===== config.mk =====
export PLATFORM = sky130hd
export DESIGN_NAME = sd_cmd_arbiter_flat
export DESIGN_NICKNAME = d
export VERILOG_FILES = /design/src/rtl/sd_cmd_arbiter_if.sv /design/src/rtl/sd_cmd_arbiter.sv /design/src/flat_wrapper.sv
export SDC_FILE = /design/constraint.sdc
export NUM_CORES = 1
export LEC_CHECK = 0
export ABC_AREA = 0
export BUFFER_PORTS_ARGS = -buffer_cell sky130_fd_sc_hd__buf_2
export CAP_MARGIN = 20
export CORE_MARGIN = 2
export CORE_UTILIZATION = 54
export CTS_BUF_LIST = sky130_fd_sc_hd__clkbuf_4 sky130_fd_sc_hd__clkbuf_8
export DETAILED_ROUTE_END_ITERATION = 10
export PLACE_DENSITY = 0.82
export SLEW_MARGIN = 10
export SYNTH_ARGS = -nofsm -noshare
export SYNTH_HDL_FRONTEND = slang
export SYNTH_SLANG_ARGS = --single-unit

===== constraint.sdc =====
create_clock -name clk_i -period 3 [get_ports clk_i]
set_input_delay 0.3 -clock clk_i [delete_from_list [all_inputs] [get_ports clk_i]]
set_output_delay 0.3 -clock clk_i [all_outputs]
set_load 0.02 [all_outputs]

===== src/rtl/sd_cmd_arbiter_if.sv =====
// -----------------------------------------------------------------------------
// sd_cmd_arbiter_if
//   Handshake between the command arbiter and the CMD-line serializer.
//
//   master (arbiter side):
//     cmd_start_o     out  one-cycle start pulse, aligned with the SD clock enable
//     cmd_index_o     out  6-bit command index
//     cmd_arg_o       out  32-bit command argument
//     cmd_rsp_type_o  out  response type (00 none, 01 R136, 10 R48, 11 R48b)
//     cmd_done_i      in   serializer finished, response received
//     cmd_err_i       in   CRC / end-bit / index error, qualified by cmd_done_i
//   slave (serializer side): same signals, opposite directions.
// -----------------------------------------------------------------------------
interface sd_cmd_arbiter_if;
    logic        cmd_start_o;
    logic [5:0]  cmd_index_o;
    logic [31:0] cmd_arg_o;
    logic [1:0]  cmd_rsp_type_o;
    logic        cmd_done_i;
    logic        cmd_err_i;

    modport master (
        output cmd_start_o,
        output cmd_index_o,
        output cmd_arg_o,
        output cmd_rsp_type_o,
        input  cmd_done_i,
        input  cmd_err_i
    );

    modport slave (
        input  cmd_start_o,
        input  cmd_index_o,
        input  cmd_arg_o,
        input  cmd_rsp_type_o,
        output cmd_done_i,
        output cmd_err_i
    );
endinterface


===== src/rtl/sd_cmd_arbiter.sv =====
// -----------------------------------------------------------------------------
// sd_cmd_arbiter
//   Shares the single CMD-line serializer between software commands (Command
//   register writes) and Auto CMD12 requests from the DAT path. Each command is
//   sequenced from issue through response completion; Command Inhibit (CMD) and
//   per-requester completion / error pulses are reported.
//
//   Optional feature: define SDHCI_CMD_TIMEOUT_EN to enable a response timeout
//   of TimeoutCycles SD clock enables in the WAIT states. When undefined the
//   WAIT states wait indefinitely and cmd_timeout_o is tied 0.
//
//   Ports:
//     clk_i, rst_ni          clock, asynchronous active-low reset
//     sd_clk_en_p_i          SD clock rising-edge enable
//     soft_rst_i             synchronous CMD soft reset (keeps captured fields)
//     sw_cmd_valid_i         Command register write pulse
//     sw_cmd_index_i/arg_i/rsp_type_i  software command fields
//     auto_cmd12_req_i       Auto CMD12 request pulse from the DAT path
//     ser                    serializer handshake (sd_cmd_arbiter_if.master)
//     cmd_inhibit_o          CMD line busy
//     sw_cmd_complete_o / sw_cmd_err_o / sw_cmd_dropped_o   software pulses
//     auto_cmd12_active_o    Auto CMD12 pending or in flight
//     auto_cmd12_done_o / auto_cmd12_err_o                  Auto CMD12 pulses
//     cmd_timeout_o          response timeout pulse
// -----------------------------------------------------------------------------
module sd_cmd_arbiter #(
    parameter int unsigned TimeoutCycles = 64,
    parameter int unsigned Cmd12Index    = 12
) (
    input  logic                    clk_i,
    input  logic                    rst_ni,
    input  logic                    sd_clk_en_p_i,
    input  logic                    soft_rst_i,
    input  logic                    sw_cmd_valid_i,
    input  logic [5:0]              sw_cmd_index_i,
    input  logic [31:0]             sw_cmd_arg_i,
    input  logic [1:0]              sw_rsp_type_i,
    input  logic                    auto_cmd12_req_i,
    sd_cmd_arbiter_if.master        ser,
    output logic                    cmd_inhibit_o,
    output logic                    sw_cmd_complete_o,
    output logic                    sw_cmd_err_o,
    output logic                    sw_cmd_dropped_o,
    output logic                    auto_cmd12_active_o,
    output logic                    auto_cmd12_done_o,
    output logic                    auto_cmd12_err_o,
    output logic                    cmd_timeout_o
);

    typedef enum logic [2:0] {
        ST_IDLE,
        ST_ISSUE_SW,
        ST_ISSUE_AUTO,
        ST_WAIT_SW,
        ST_WAIT_AUTO
    } state_e;

    state_e      state_q, state_d;
    logic        sw_pend_q, sw_pend_d;
    logic        auto_pend_q, auto_pend_d;

    // Software command fields captured on an accepted Command register write.
    logic [5:0]  sw_index_q, sw_index_d;
    logic [31:0] sw_arg_q, sw_arg_d;
    logic [1:0]  sw_rsp_type_q, sw_rsp_type_d;

    // Fields presented to the serializer.
    logic [5:0]  cmd_index_q, cmd_index_d;
    logic [31:0] cmd_arg_q, cmd_arg_d;
    logic [1:0]  cmd_rsp_type_q, cmd_rsp_type_d;

    logic        sw_complete_q, sw_complete_d;
    logic        sw_err_q, sw_err_d;
    logic        sw_dropped_q, sw_dropped_d;
    logic        auto_done_q, auto_done_d;
    logic        auto_err_q, auto_err_d;
    logic        timeout_q, timeout_d;

    logic        cmd_start;
    logic        sw_accept;

`ifdef SDHCI_CMD_TIMEOUT_EN
    localparam int unsigned TmoW = $clog2(TimeoutCycles + 1);
    logic [TmoW-1:0] tmo_cnt_q, tmo_cnt_d;
    logic            tmo_hit;
`endif

    // A write is only taken when the arbiter is fully idle; an Auto CMD12
    // request in the same cycle counts as already pending so that it wins.
    assign sw_accept = sw_cmd_valid_i && (state_q == ST_IDLE) &&
                       !sw_pend_q && !auto_pend_q && !auto_cmd12_req_i;

    always_comb begin
        state_d        = state_q;
        sw_pend_d      = sw_pend_q;
        auto_pend_d    = auto_pend_q;
        sw_index_d     = sw_index_q;
        sw_arg_d       = sw_arg_q;
        sw_rsp_type_d  = sw_rsp_type_q;
        cmd_index_d    = cmd_index_q;
        cmd_arg_d      = cmd_arg_q;
        cmd_rsp_type_d = cmd_rsp_type_q;
        sw_complete_d  = 1'b0;
        sw_err_d       = 1'b0;
        sw_dropped_d   = 1'b0;
        auto_done_d    = 1'b0;
        auto_err_d     = 1'b0;
        timeout_d      = 1'b0;
        cmd_start      = 1'b0;
`ifdef SDHCI_CMD_TIMEOUT_EN
        tmo_cnt_d      = tmo_cnt_q;
        tmo_hit        = ((32'(tmo_cnt_q) + 32'd1) == TimeoutCycles);
`endif

        if (soft_rst_i) begin
            state_d        = ST_IDLE;
            sw_pend_d      = 1'b0;
            auto_pend_d    = 1'b0;
            cmd_index_d    = '0;
            cmd_arg_d      = '0;
            cmd_rsp_type_d = '0;
`ifdef SDHCI_CMD_TIMEOUT_EN
            tmo_cnt_d      = '0;
`endif
        end else begin
            if (sw_cmd_valid_i) begin
                if (sw_accept) begin
                    sw_pend_d     = 1'b1;
                    sw_index_d    = sw_cmd_index_i;
                    sw_arg_d      = sw_cmd_arg_i;
                    sw_rsp_type_d = sw_rsp_type_i;
                end else begin
                    sw_dropped_d  = 1'b1;
                end
            end

            unique case (state_q)
                ST_IDLE: begin
                    if (auto_pend_q) begin
                        cmd_index_d    = 6'(Cmd12Index);
                        cmd_arg_d      = '0;
                        cmd_rsp_type_d = 2'b11;
                        auto_pend_d    = 1'b0;
                        state_d        = ST_ISSUE_AUTO;
                    end else if (sw_pend_q) begin
                        cmd_index_d    = sw_index_q;
                        cmd_arg_d      = sw_arg_q;
                        cmd_rsp_type_d = sw_rsp_type_q;
                        sw_pend_d      = 1'b0;
                        state_d        = ST_ISSUE_SW;
                    end
                end
                ST_ISSUE_SW, ST_ISSUE_AUTO: begin
                    if (sd_clk_en_p_i) begin
                        cmd_start = 1'b1;
                        state_d   = (state_q == ST_ISSUE_SW) ? ST_WAIT_SW : ST_WAIT_AUTO;
`ifdef SDHCI_CMD_TIMEOUT_EN
                        tmo_cnt_d = '0;
`endif
                    end
                end
                ST_WAIT_SW, ST_WAIT_AUTO: begin
                    if (ser.cmd_done_i) begin
                        if (state_q == ST_WAIT_SW) begin
                            sw_complete_d = 1'b1;
                            sw_err_d      = ser.cmd_err_i;
                        end else begin
                            auto_done_d   = 1'b1;
                            auto_err_d    = ser.cmd_err_i;
                        end
                        state_d = ST_IDLE;
`ifdef SDHCI_CMD_TIMEOUT_EN
                    end else if (sd_clk_en_p_i) begin
                        if (tmo_hit) begin
                            // Timeout reports an error to the owner but no done.
                            timeout_d = 1'b1;
                            if (state_q == ST_WAIT_SW) begin
                                sw_err_d = 1'b1;
                            end else begin
                                auto_err_d = 1'b1;
                            end
                            state_d = ST_IDLE;
                        end else begin
                            tmo_cnt_d = tmo_cnt_q + 1'b1;
                        end
`endif
                    end
                end
                default: begin
                    state_d = ST_IDLE;
                end
            endcase

            // Set after the IDLE dispatch so a request landing in the
            // dispatch cycle is queued rather than lost.
            if (auto_cmd12_req_i) begin
                auto_pend_d = 1'b1;
            end
        end
    end

    always_ff @(posedge clk_i or negedge rst_ni) begin
        if (!rst_ni) begin
            state_q        <= ST_IDLE;
            sw_pend_q      <= 1'b0;
            auto_pend_q    <= 1'b0;
            sw_index_q     <= '0;
            sw_arg_q       <= '0;
            sw_rsp_type_q  <= '0;
            cmd_index_q    <= '0;
            cmd_arg_q      <= '0;
            cmd_rsp_type_q <= '0;
            sw_complete_q  <= 1'b0;
            sw_err_q       <= 1'b0;
            sw_dropped_q   <= 1'b0;
            auto_done_q    <= 1'b0;
            auto_err_q     <= 1'b0;
            timeout_q      <= 1'b0;
`ifdef SDHCI_CMD_TIMEOUT_EN
            tmo_cnt_q      <= '0;
`endif
        end else begin
            state_q        <= state_d;
            sw_pend_q      <= sw_pend_d;
            auto_pend_q    <= auto_pend_d;
            sw_index_q     <= sw_index_d;
            sw_arg_q       <= sw_arg_d;
            sw_rsp_type_q  <= sw_rsp_type_d;
            cmd_index_q    <= cmd_index_d;
            cmd_arg_q      <= cmd_arg_d;
            cmd_rsp_type_q <= cmd_rsp_type_d;
            sw_complete_q  <= sw_complete_d;
            sw_err_q       <= sw_err_d;
            sw_dropped_q   <= sw_dropped_d;
            auto_done_q    <= auto_done_d;
            auto_err_q     <= auto_err_d;
            timeout_q      <= timeout_d;
`ifdef SDHCI_CMD_TIMEOUT_EN
            tmo_cnt_q      <= tmo_cnt_d;
`endif
        end
    end

    // cmd_start is decoded in the enable cycle itself so the serializer sees
    // it aligned with sd_clk_en_p_i rather than one system clock late.
    assign ser.cmd_start_o    = cmd_start;
    assign ser.cmd_index_o    = cmd_index_q;
    assign ser.cmd_arg_o      = cmd_arg_q;
    assign ser.cmd_rsp_type_o = cmd_rsp_type_q;

    assign cmd_inhibit_o       = (state_q != ST_IDLE) || sw_pend_q || auto_pend_q;
    assign auto_cmd12_active_o = auto_pend_q || (state_q == ST_ISSUE_AUTO) ||
                                 (state_q == ST_WAIT_AUTO);

    assign sw_cmd_complete_o = sw_complete_q;
    assign sw_cmd_err_o      = sw_err_q;
    assign sw_cmd_dropped_o  = sw_dropped_q;
    assign auto_cmd12_done_o = auto_done_q;
    assign auto_cmd12_err_o  = auto_err_q;

`ifdef SDHCI_CMD_TIMEOUT_EN
    assign cmd_timeout_o = timeout_q;
`else
    assign cmd_timeout_o = 1'b0;
`endif

endmodule


===== src/flat_wrapper.sv =====
// flat-port wrapper written by rule: the top's interface ports become plain ports
module sd_cmd_arbiter_flat 
#(
    parameter int unsigned TimeoutCycles = 64,
    parameter int unsigned Cmd12Index    = 12
)
  (clk_i, rst_ni, sd_clk_en_p_i, soft_rst_i, sw_cmd_valid_i, sw_cmd_index_i, sw_cmd_arg_i, sw_rsp_type_i, auto_cmd12_req_i, cmd_inhibit_o, sw_cmd_complete_o, sw_cmd_err_o, sw_cmd_dropped_o, auto_cmd12_active_o, auto_cmd12_done_o, auto_cmd12_err_o, cmd_timeout_o, ser_cmd_start_o, ser_cmd_index_o, ser_cmd_arg_o, ser_cmd_rsp_type_o, ser_cmd_done_i, ser_cmd_err_i);
  sd_cmd_arbiter_if ser_i ();
  input  logic clk_i;
  input  logic rst_ni;
  input  logic sd_clk_en_p_i;
  input  logic soft_rst_i;
  input  logic sw_cmd_valid_i;
  input  logic [5:0] sw_cmd_index_i;
  input  logic [31:0] sw_cmd_arg_i;
  input  logic [1:0] sw_rsp_type_i;
  input  logic auto_cmd12_req_i;
  output logic cmd_inhibit_o;
  output logic sw_cmd_complete_o;
  output logic sw_cmd_err_o;
  output logic sw_cmd_dropped_o;
  output logic auto_cmd12_active_o;
  output logic auto_cmd12_done_o;
  output logic auto_cmd12_err_o;
  output logic cmd_timeout_o;
  output wire logic [$bits(ser_i.cmd_start_o)-1:0] ser_cmd_start_o;
  output wire logic [$bits(ser_i.cmd_index_o)-1:0] ser_cmd_index_o;
  output wire logic [$bits(ser_i.cmd_arg_o)-1:0] ser_cmd_arg_o;
  output wire logic [$bits(ser_i.cmd_rsp_type_o)-1:0] ser_cmd_rsp_type_o;
  input wire logic [$bits(ser_i.cmd_done_i)-1:0] ser_cmd_done_i;
  input wire logic [$bits(ser_i.cmd_err_i)-1:0] ser_cmd_err_i;
  assign ser_cmd_start_o = ser_i.cmd_start_o;
  assign ser_cmd_index_o = ser_i.cmd_index_o;
  assign ser_cmd_arg_o = ser_i.cmd_arg_o;
  assign ser_cmd_rsp_type_o = ser_i.cmd_rsp_type_o;
  assign ser_i.cmd_done_i = ser_cmd_done_i;
  assign ser_i.cmd_err_i = ser_cmd_err_i;
  sd_cmd_arbiter #(.TimeoutCycles(TimeoutCycles), .Cmd12Index(Cmd12Index)) u_core (.clk_i(clk_i), .rst_ni(rst_ni), .sd_clk_en_p_i(sd_clk_en_p_i), .soft_rst_i(soft_rst_i), .sw_cmd_valid_i(sw_cmd_valid_i), .sw_cmd_index_i(sw_cmd_index_i), .sw_cmd_arg_i(sw_cmd_arg_i), .sw_rsp_type_i(sw_rsp_type_i), .auto_cmd12_req_i(auto_cmd12_req_i), .ser(ser_i), .cmd_inhibit_o(cmd_inhibit_o), .sw_cmd_complete_o(sw_cmd_complete_o), .sw_cmd_err_o(sw_cmd_err_o), .sw_cmd_dropped_o(sw_cmd_dropped_o), .auto_cmd12_active_o(auto_cmd12_active_o), .auto_cmd12_done_o(auto_cmd12_done_o), .auto_cmd12_err_o(auto_cmd12_err_o), .cmd_timeout_o(cmd_timeout_o));
endmodule

# ---- Word level (Yosys, flattened, before mapping)
# Cells that the tools add are included.
dict set report totals {
  memories 0
  elab_cells 93
  ram_bits 0
  latch_bits 0
  in_bits 48
  out_inout_bits 49
  mem_bits_ro 0
  register_bits 90
}
dict set report op_classes {
  n_eq_ne 7
  mux 50
  reduce_logical 21
  n_addsub 0
  multipliers 0
  n_bitwise 1
  shifts 0
  div_mod_pow 0
  order_cmp 0
}
# cell count
set op_table {}
lappend op_table {{$mux 32} 4}
lappend op_table {{$mux 1} 31}
lappend op_table {{$mux 6} 4}
lappend op_table {{$mux 3} 6}
lappend op_table {{$pmux 3 s3} 1}
lappend op_table {{$reduce_bool 3->1} 3}
lappend op_table {{$mux 2} 4}
lappend op_table {{$eq 3x2->1 const B} 2}
lappend op_table {{$ne 3x3->1 const B} 2}
lappend op_table {{$reduce_and 3->1} 2}
lappend op_table {{$logic_and 1x1->1} 4}
lappend op_table {{$logic_or 1x1->1} 4}
lappend op_table {{$ne 4x2->1 const B} 1}
lappend op_table {{$reduce_or 2->1} 2}
lappend op_table {{$eq 3x1->1 const B} 1}
lappend op_table {{$eq 3x3->1 const B} 1}
lappend op_table {{$logic_not 1->1} 3}
lappend op_table {{$logic_not 3->1} 1}
lappend op_table {{$reduce_and 2->1} 1}
lappend op_table {{$reduce_bool 2->1} 1}
lappend op_table {{$not 1->1} 1}

# ---- Logic depth before layout (Yosys ltp)
# Gate-level depths: netlist of run 1.
dict set report depth {
  word_depth 11
  mapped_depth 7
  depth_no_buf 3
}

# ---- Least setup slack after synthesis of run 1
# OpenSTA, ideal clock, no wires.
dict set report synth_path {
  path_type {register to register}
  start {register u_core.state_q[1]}
  end {register u_core.sw_arg_q[10]}
  required_time_ns 2.875
  path_buffers 4
  setup_slack_ns 0.798
  period_less_slack_ns 2.202
  setup_ns 0.125
  path_stages_with_launch 8
  arrival_time_ns 2.077
  path_cell_list {dfrtp_1 -> buf_6 -> or3_1 -> buf_2 -> or4_4 -> buf_6 -> buf_6 -> mux2_4}
}
dict set report synth_via {
  elab_chain_cells 6
}
# item line
set synth_rtl {}
lappend synth_rtl {{from (decl)} sd_cmd_arbiter.sv:58} ;# state_e state_q, state_d;
lappend synth_rtl {{from (signal assigned)} sd_cmd_arbiter.sv:223} ;# state_q <= state_d;
lappend synth_rtl {{$logic_not 3->1} sd_cmd_arbiter.sv:90} ;# assign sw_accept = sw_cmd_valid_i && (state_q == ST_IDLE) &&
lappend synth_rtl {{$logic_and 1x1->1 (2 in a row)} sd_cmd_arbiter.sv:90}
lappend synth_rtl {{$logic_and 1x1->1 (2 in a row)} sd_cmd_arbiter.sv:91} ;# !sw_pend_q && !auto_pend_q && !auto_cmd12_req_i;
lappend synth_rtl {{$reduce_and 3->1 (no line)} -}
lappend synth_rtl {{to (signal assigned)} sd_cmd_arbiter.sv:227} ;# sw_arg_q <= sw_arg_d;
lappend synth_rtl {{to (decl)} sd_cmd_arbiter.sv:64} ;# logic [31:0] sw_arg_q, sw_arg_d;
# Every way passes these cells.
# A chain may end at the register's enable or synchronous reset.

# ---- Worst setup path after layout of run 1
dict set report layout_path {
  start {register u_core.state_q[1]}
  end {register u_core.sw_arg_q[21]}
}
# The elaborated chain is that of the path after synthesis.

==> results of run 1 <==
[critical path: stages, from the launching register on]
cell     delay (ns)
dfrtp_1        0.50
or3_1          0.58
or4_4          0.92
mux2_4         0.42
[final cells by class]
type | instances | area [um2] | area share (%)
inverters | 3 | 11.3 | 0.259
repair buffers | 99 | 531 | 12.2
flip-flops and latches | 90 | 2250 | 51.7
multi-input cells | 129 | 1240 | 28.5
clock inverters | 7 | 101 | 2.33
clock buffers | 9 | 124 | 2.84
well taps | 77 | 96.3 | 2.21
[registers in the layout, indices dropped and copies added (netlist names), 2 cells and up]
name                       count
u_core.ser.cmd_arg_o          32
u_core.sw_rsp_type_q           2
u_core.ser.cmd_index_o         6
u_core.ser.cmd_rsp_type_o      2
u_core.sw_index_q              6
u_core.sw_arg_q               32
u_core.state_q                 3
[cell usage in the layout, fill, tap and decap left out, types with 2 or more instances in the layout]
cell type,n
buf_4,3
nor4_1,5
xor2_1,2
dfrtp_1,90
nand2_1,3
clkbuf_8,9
buf_2,94
or2_2,2
and2_1,2
nor2_1,13
nor3_1,5
a21oi_1,2
a22o_1,36
inv_1,3
nand2b_1,2
bufinv_16,2
mux2_4,39
nor4b_1,2
[power by group through the flow]
stage	clock, uW	sequential (uW)	combinational, uW
after detailed placement	0	1600	570
after CTS	931	1580	572
after global routing	997	1610	619
after floorplan	0	1590	411
final	911	1580	569
after global placement	0	1590	545
[metal layers]
metal	part of all wire, %	track usage [%]
met2	48	30.1
met4	1.5	8.95
met1	46	28.7
met3	4.7	3.37
met5	0	0
[per-stage QoR]
| stage | cell area (um2) | util (%) | setup slack (ns) |
|---|---|---|---|
| floorplan | 3600 | - | 0.798 |
| global placement | 4090 | 64.1 | 0.543 |
| detailed placement | 4090 | 64.1 | 0.467 |
| CTS | 4320 | 67.6 | 0.447 |
| global route | 4360 | 68.2 | 0.381 |
| finish | 4360 | 68.2 | 0.449 |
[logic make-up (layout without fill, tap and decap cells)]
family	count (synthesis)	count (layout)	synth area share, %
AND/OR/NAND/NOR	41	41	6.32
other	1	1	0.104
XOR/XNOR	2	2	0.487
buffers and inverters	20	118	3.51
AO/OA/AOI/OAI	44	44	10.2
flip-flops	90	90	62.5
multiplexers	41	41	16.9
[repair_timing]
action,in CTS,in global routing
hold buffers,0,1
hold endpoints to repair,0,34
setup buffers,0,0
setup endpoints to repair,0,0
[worst max path at each step]
| stage | start | to | slack (ns) | cells past startpoint |
|---|---|---|---|---|
| final | u_core.state_q[1] | u_core.sw_arg_q[21] | 0.45 | 3 |
| after global routing | u_core.state_q[1] | u_core.sw_arg_q[21] | 0.38 | 3 |
| after CTS | u_core.state_q[1] | u_core.sw_arg_q[24] | 0.45 | 3 |
| after detailed placement | u_core.state_q[1] | u_core.sw_arg_q[24] | 0.47 | 3 |
| after global placement | u_core.state_q[1] | u_core.sw_arg_q[24] | 0.54 | 3 |
| after floorplan | u_core.state_q[1] | u_core.sw_arg_q[10] | 0.80 | 7 |
==> run_results.csv, run 1 <==
group,metric,value,unit
cells_and_area,fill_cells,456,
power_and_ir_drop,power.switching,795,uW
timing,worst_slew_pin_slew,1.00,ns
power_and_ir_drop,finalPower,3060,uW
hold_path,hold_depth,2,
synth,ys_async_sr_fraction,100,%
cells_and_area,nets,380,
timing,finalSetupViolCount,0,
clock_tree,clk_latency,0.34,ns
synth,yosys.area.top_type,"dfrtp_1",
cells_and_area,drive_gt1_share,47.2,%
clock_tree,post_cts_resized,0,
synth,syn_avg_cell_area,15.1,um2
timing,fin_skew,0.00826,ns
drt,viasPerCell,5.43,
synth,ys_ff_latch,90,
power_and_ir_drop,leakage,0.00239,uW
die,num_rows,29,
synth,syn_inst,239,
power_and_ir_drop,p_int,2270,uW
die,dieWidth,85.7,um
global_route,grt_use_total,19.9,%
drt,wl,6.87,mm
power_and_ir_drop,pwr-share-comb,18.6,%
die,die_h,85.7,um
critical_path,critPathLaunchType,"flip-flop",
power_and_ir_drop,p_sw_share,26.0,%
critical_path,arrival,2.78,ns
drt,avgRoutedWirePerCell,16.6,um
critical_path,rr_startpoint,"u_core.state_q[1]",
clock_tree,numCtsBuffers,9,
power_and_ir_drop,seqPwrFrac,51.6,%
clock_tree,htree_levels,3,
timing,fin_tns_setup,0,ns
timing,slew_violations,0,
timing,finalHoldViolations,0,
synth,synthFlopType,"dfrtp_1",
synth,synth_top_cells_by_area,"dfrtp_1 (63%), mux2_4 (16%), a22o_1 (8.8%)",
critical_path,reg2reg_to,"u_core.sw_arg_q[21]",
synth,ys_seq_area_share,62.5,%
global_route,grt_start_max_net_pins,91,
drt,drt_iter0_markers,73,
timing,grt_setup_unrepaired,"no",
synth,synth_top_cell_area_share,62.5,%
critical_path,reg2reg_depth,3,
clock_tree,clockRootBuffer,"clkbuf_8",
synth,synth_edf_count,0,
synth,synthMostInstantiatedCell,"dfrtp_1",
clock_tree,cts_max_path_buffers,2,
global_route,antenna_found_initial,0,
job,maxCapViolCount,0,
placement,dp_hpwl,4.54,mm
power_and_ir_drop,power_frac_clock,29.8,%
timing,timing.final.crit_share,85.0,%
die,coreArea,0.00639,mm2
hold_path,hp-start,"ser_cmd_err_i",
critical_path,worstPathRequired,3.23,ns
power_and_ir_drop,power.density,703,mW/mm2
power_and_ir_drop,peakVddDrop,0.398,mV
synth,synth_area,0.00360,mm2
critical_path,crit_path_end_kind,"flip-flop",
die,dieArea,0.00734,mm2
cells_and_area,n_antenna_cell,0,
clock_tree,clkSlewWorstSetupHoldPaths,0.09,ns
synth,yosysWarnings,0,
timing,max_slew_margin,33.0,%
status,status,"complete, no violations",
placement,place.gp.congestion,0.840,
hold_path,whs_endpoint,"u_core.sw_cmd_err_o",
drt,drc,0,
global_route,overflow,0,
placement,dp.cells,396,
timing,clock.fmax,392,MHz
die,start_util,56.4,%
drt,dr.pass1.iters,8,
clock_tree,cts_sinks,90,
critical_path,rrSetupSlack,0.45,ns
critical_path,cp_max_fo,41,
clock_tree,cts_tree,"done",
synth,yosys-top-cells-count,"dfrtp_1 (90), mux2_4 (39), a22o_1 (36)",
timing,layout_min_cycle_time,2.55,ns
global_route,grt_pass1_wl,11.2,mm
drt,via_count,2246,
hold_path,min_path_type,"in -> reg",
placement,io_buffers,95,
synth,synthDistinctLibCells,33,
timing,hold_ws,0.173,ns
cells_and_area,fin_cells,414,
die,io-pin-count,97,
critical_path,path_class,"reg -> reg",
global_route,grt_pass1_vias,2197,
drt,ant_nets,0,
synth,syn-num-nets,287,
cells_and_area,syn_to_final_growth,21.0,%
Power figures use the tool's default switching activity.
==> inputs of run 2 (changes only) <==
Settings changed: REMOVE_ABC_BUFFERS from default to 1.
==> run_results.csv, run 2 (synthesis gave the netlist of run 1 again) <==
group,metric,value,unit
status,status,"complete, no violations",
drt,dr.pass1.iters,4,
die,io-pin-count,97,
global_route,grt_start_max_net_pins,91,
global_route,overflow,0,
global_route,grt_pass1_wl,10.8,mm
timing,clock.fmax,393,MHz
cells_and_area,nets,379,
global_route,antenna_found_initial,0,
critical_path,cpMaxStageDelayCell,"or4_4",
die,num_rows,29,
drt,ant_nets,0,
die,start_util,56.4,%
power_and_ir_drop,power.density,687,mW/mm2
drt,drc,0,
timing,layout_min_cycle_time,2.55,ns
timing,timing.final.crit_share,84.9,%
drt,avgRoutedWirePerCell,16.2,um
hold_path,min_path_type,"in -> reg",
die,die_h,85.7,um
critical_path,cp_max_fo,41,
critical_path,path_buf_inv,0,
power_and_ir_drop,leakage,0.00237,uW
power_and_ir_drop,seqPwrFrac,53.4,%
timing,slew_violations,0,
placement,io_buffers,95,
critical_path,worstPathRequired,3.22,ns
timing,worst_slew_pin_slew,0.978,ns
power_and_ir_drop,peakVddDrop,0.405,mV
clock_tree,cts_sinks,90,
cells_and_area,finish.instance_area,0.00432,mm2
clock_tree,post_cts_resized,0,
clock_tree,postCtsSetupRepairBufs,0,
clock_tree,cts_max_path_buffers,2,
critical_path,arrival,2.76,ns
timing,grt_setup_unrepaired,"no",
cells_and_area,drive_gt1_share,47.0,%
critical_path,path_class,"reg -> reg",
drt,drt_iter0_markers,70,
global_route,grt_pass1_vias,2224,
cells_and_area,n_antenna_cell,0,
power_and_ir_drop,power.switching,794,uW
cells_and_area,layout_common_cells,"buf_2 (94), dfrtp_1 (90), mux2_4 (39), a22o_1 (36), nor2_1 (13)",
cells_and_area,layout_commonest_cell,"buf_2",
cells_and_area,fill_cells,470,
clock_tree,clockRootBuffer,"clkbuf_8",
die,dieArea,0.00734,mm2
global_route,grt_use_total,18.8,%
placement,dp_hpwl,4.39,mm
power_and_ir_drop,p_int,2180,uW
clock_tree,numCtsBuffers,9,
critical_path,crit_chain,"or3_1, or4_4, mux2_4",
clock_tree,clkSlewWorstSetupHoldPaths,0.10,ns
timing,max_slew_margin,34.7,%
power_and_ir_drop,pwr-share-comb,18.9,%
critical_path,crit_family,"simple AND/OR/NAND/NOR gates",
power_and_ir_drop,power_frac_clock,27.7,%
die,dieWidth,85.7,um
drt,wl,6.71,mm
power_and_ir_drop,p_sw_share,26.8,%
clock_tree,cts_tree,"done",
drt,viasPerCell,5.50,
placement,post_dp_cell_area,0.00409,mm2
critical_path,crit_path_end_kind,"flip-flop",
job,maxCapViolCount,0,
critical_path,slowest_delay,0.92,ns
placement,place.gp.congestion,0.751,
clock_tree,cts-hold-fix-buffers,0,
timing,fin_skew,0.0111,ns
cells_and_area,syn_to_final_growth,20.0,%
critical_path,critPathLaunchType,"flip-flop",
timing,finalSetupViolCount,0,
die,coreArea,0.00639,mm2
clock_tree,clk_latency,0.34,ns
clock_tree,htree_levels,3,
timing,finalHoldViolations,0,
cells_and_area,final_util,67.7,%
timing,fin_tns_setup,0,ns
drt,via_count,2271,
[run 2: power groups by stage]
stage               Combinational [uW]  Sequential [uW]  Clock [uW]
finish                             560             1590         823
CTS                                563             1580         840
global route                       606             1620         893
detailed placement                 563             1600           0
global placement                   538             1590           0
floorplan                          387             1590           0
[run 2: path summary, 6_finish.rpt]
path                       slack, ns  cells after the start                 from                        end
setup / recovery                0.45                      3    u_core.state_q[1]        u_core.sw_arg_q[14]
hold / removal                  0.18                      2      sw_cmd_arg_i[6]         u_core.sw_arg_q[6]
setup reg to reg                0.45                      3    u_core.state_q[1]        u_core.sw_arg_q[14]
hold reg to reg                 0.50                      1  u_core.sw_arg_q[24]   u_core.ser.cmd_arg_o[24]
max in group asynchronous       2.00                      3               rst_ni        u_core.sw_arg_q[11]
min in group asynchronous       0.38                      2               rst_ni  u_core.ser.cmd_index_o[3]
[run 2: area by class of cell]
cell class / instances / area, um2 / area share [%]
Timing Repair Buffer: 98 / 523 / 12.1
Inverter: 3 / 11.3 / 0.260
Clock buffer: 9 / 124 / 2.87
Multi-Input combinational cell: 129 / 1240 / 28.7
Clock inverter: 7 / 76.3 / 1.77
Sequential cell: 90 / 2250 / 52.1
Tap cell: 77 / 96.3 / 2.23
[run 2: stage by stage]
stage	power [uW]	worst slack, ns	hold WS [ns]	instances
after floorplan	1980	0.472	0.00441	222
after global placement	2130	0.540	0.471	395
after detailed placement	2170	0.478	0.476	395
after CTS	2990	0.463	0.166	411
after global routing	3110	0.370	0.162	413
final	2970	0.454	0.180	413
[run 2: layer usage]
metal  global-route usage, %  wire length (um)  vias to the layer above
met3                    3.37               297                       10
met4                    8.51               131                        0
met2                    28.7              3150                       66
met5                       0                 0                        -
met1                    26.4              3120                     1154
li1                        -                 -                     1041
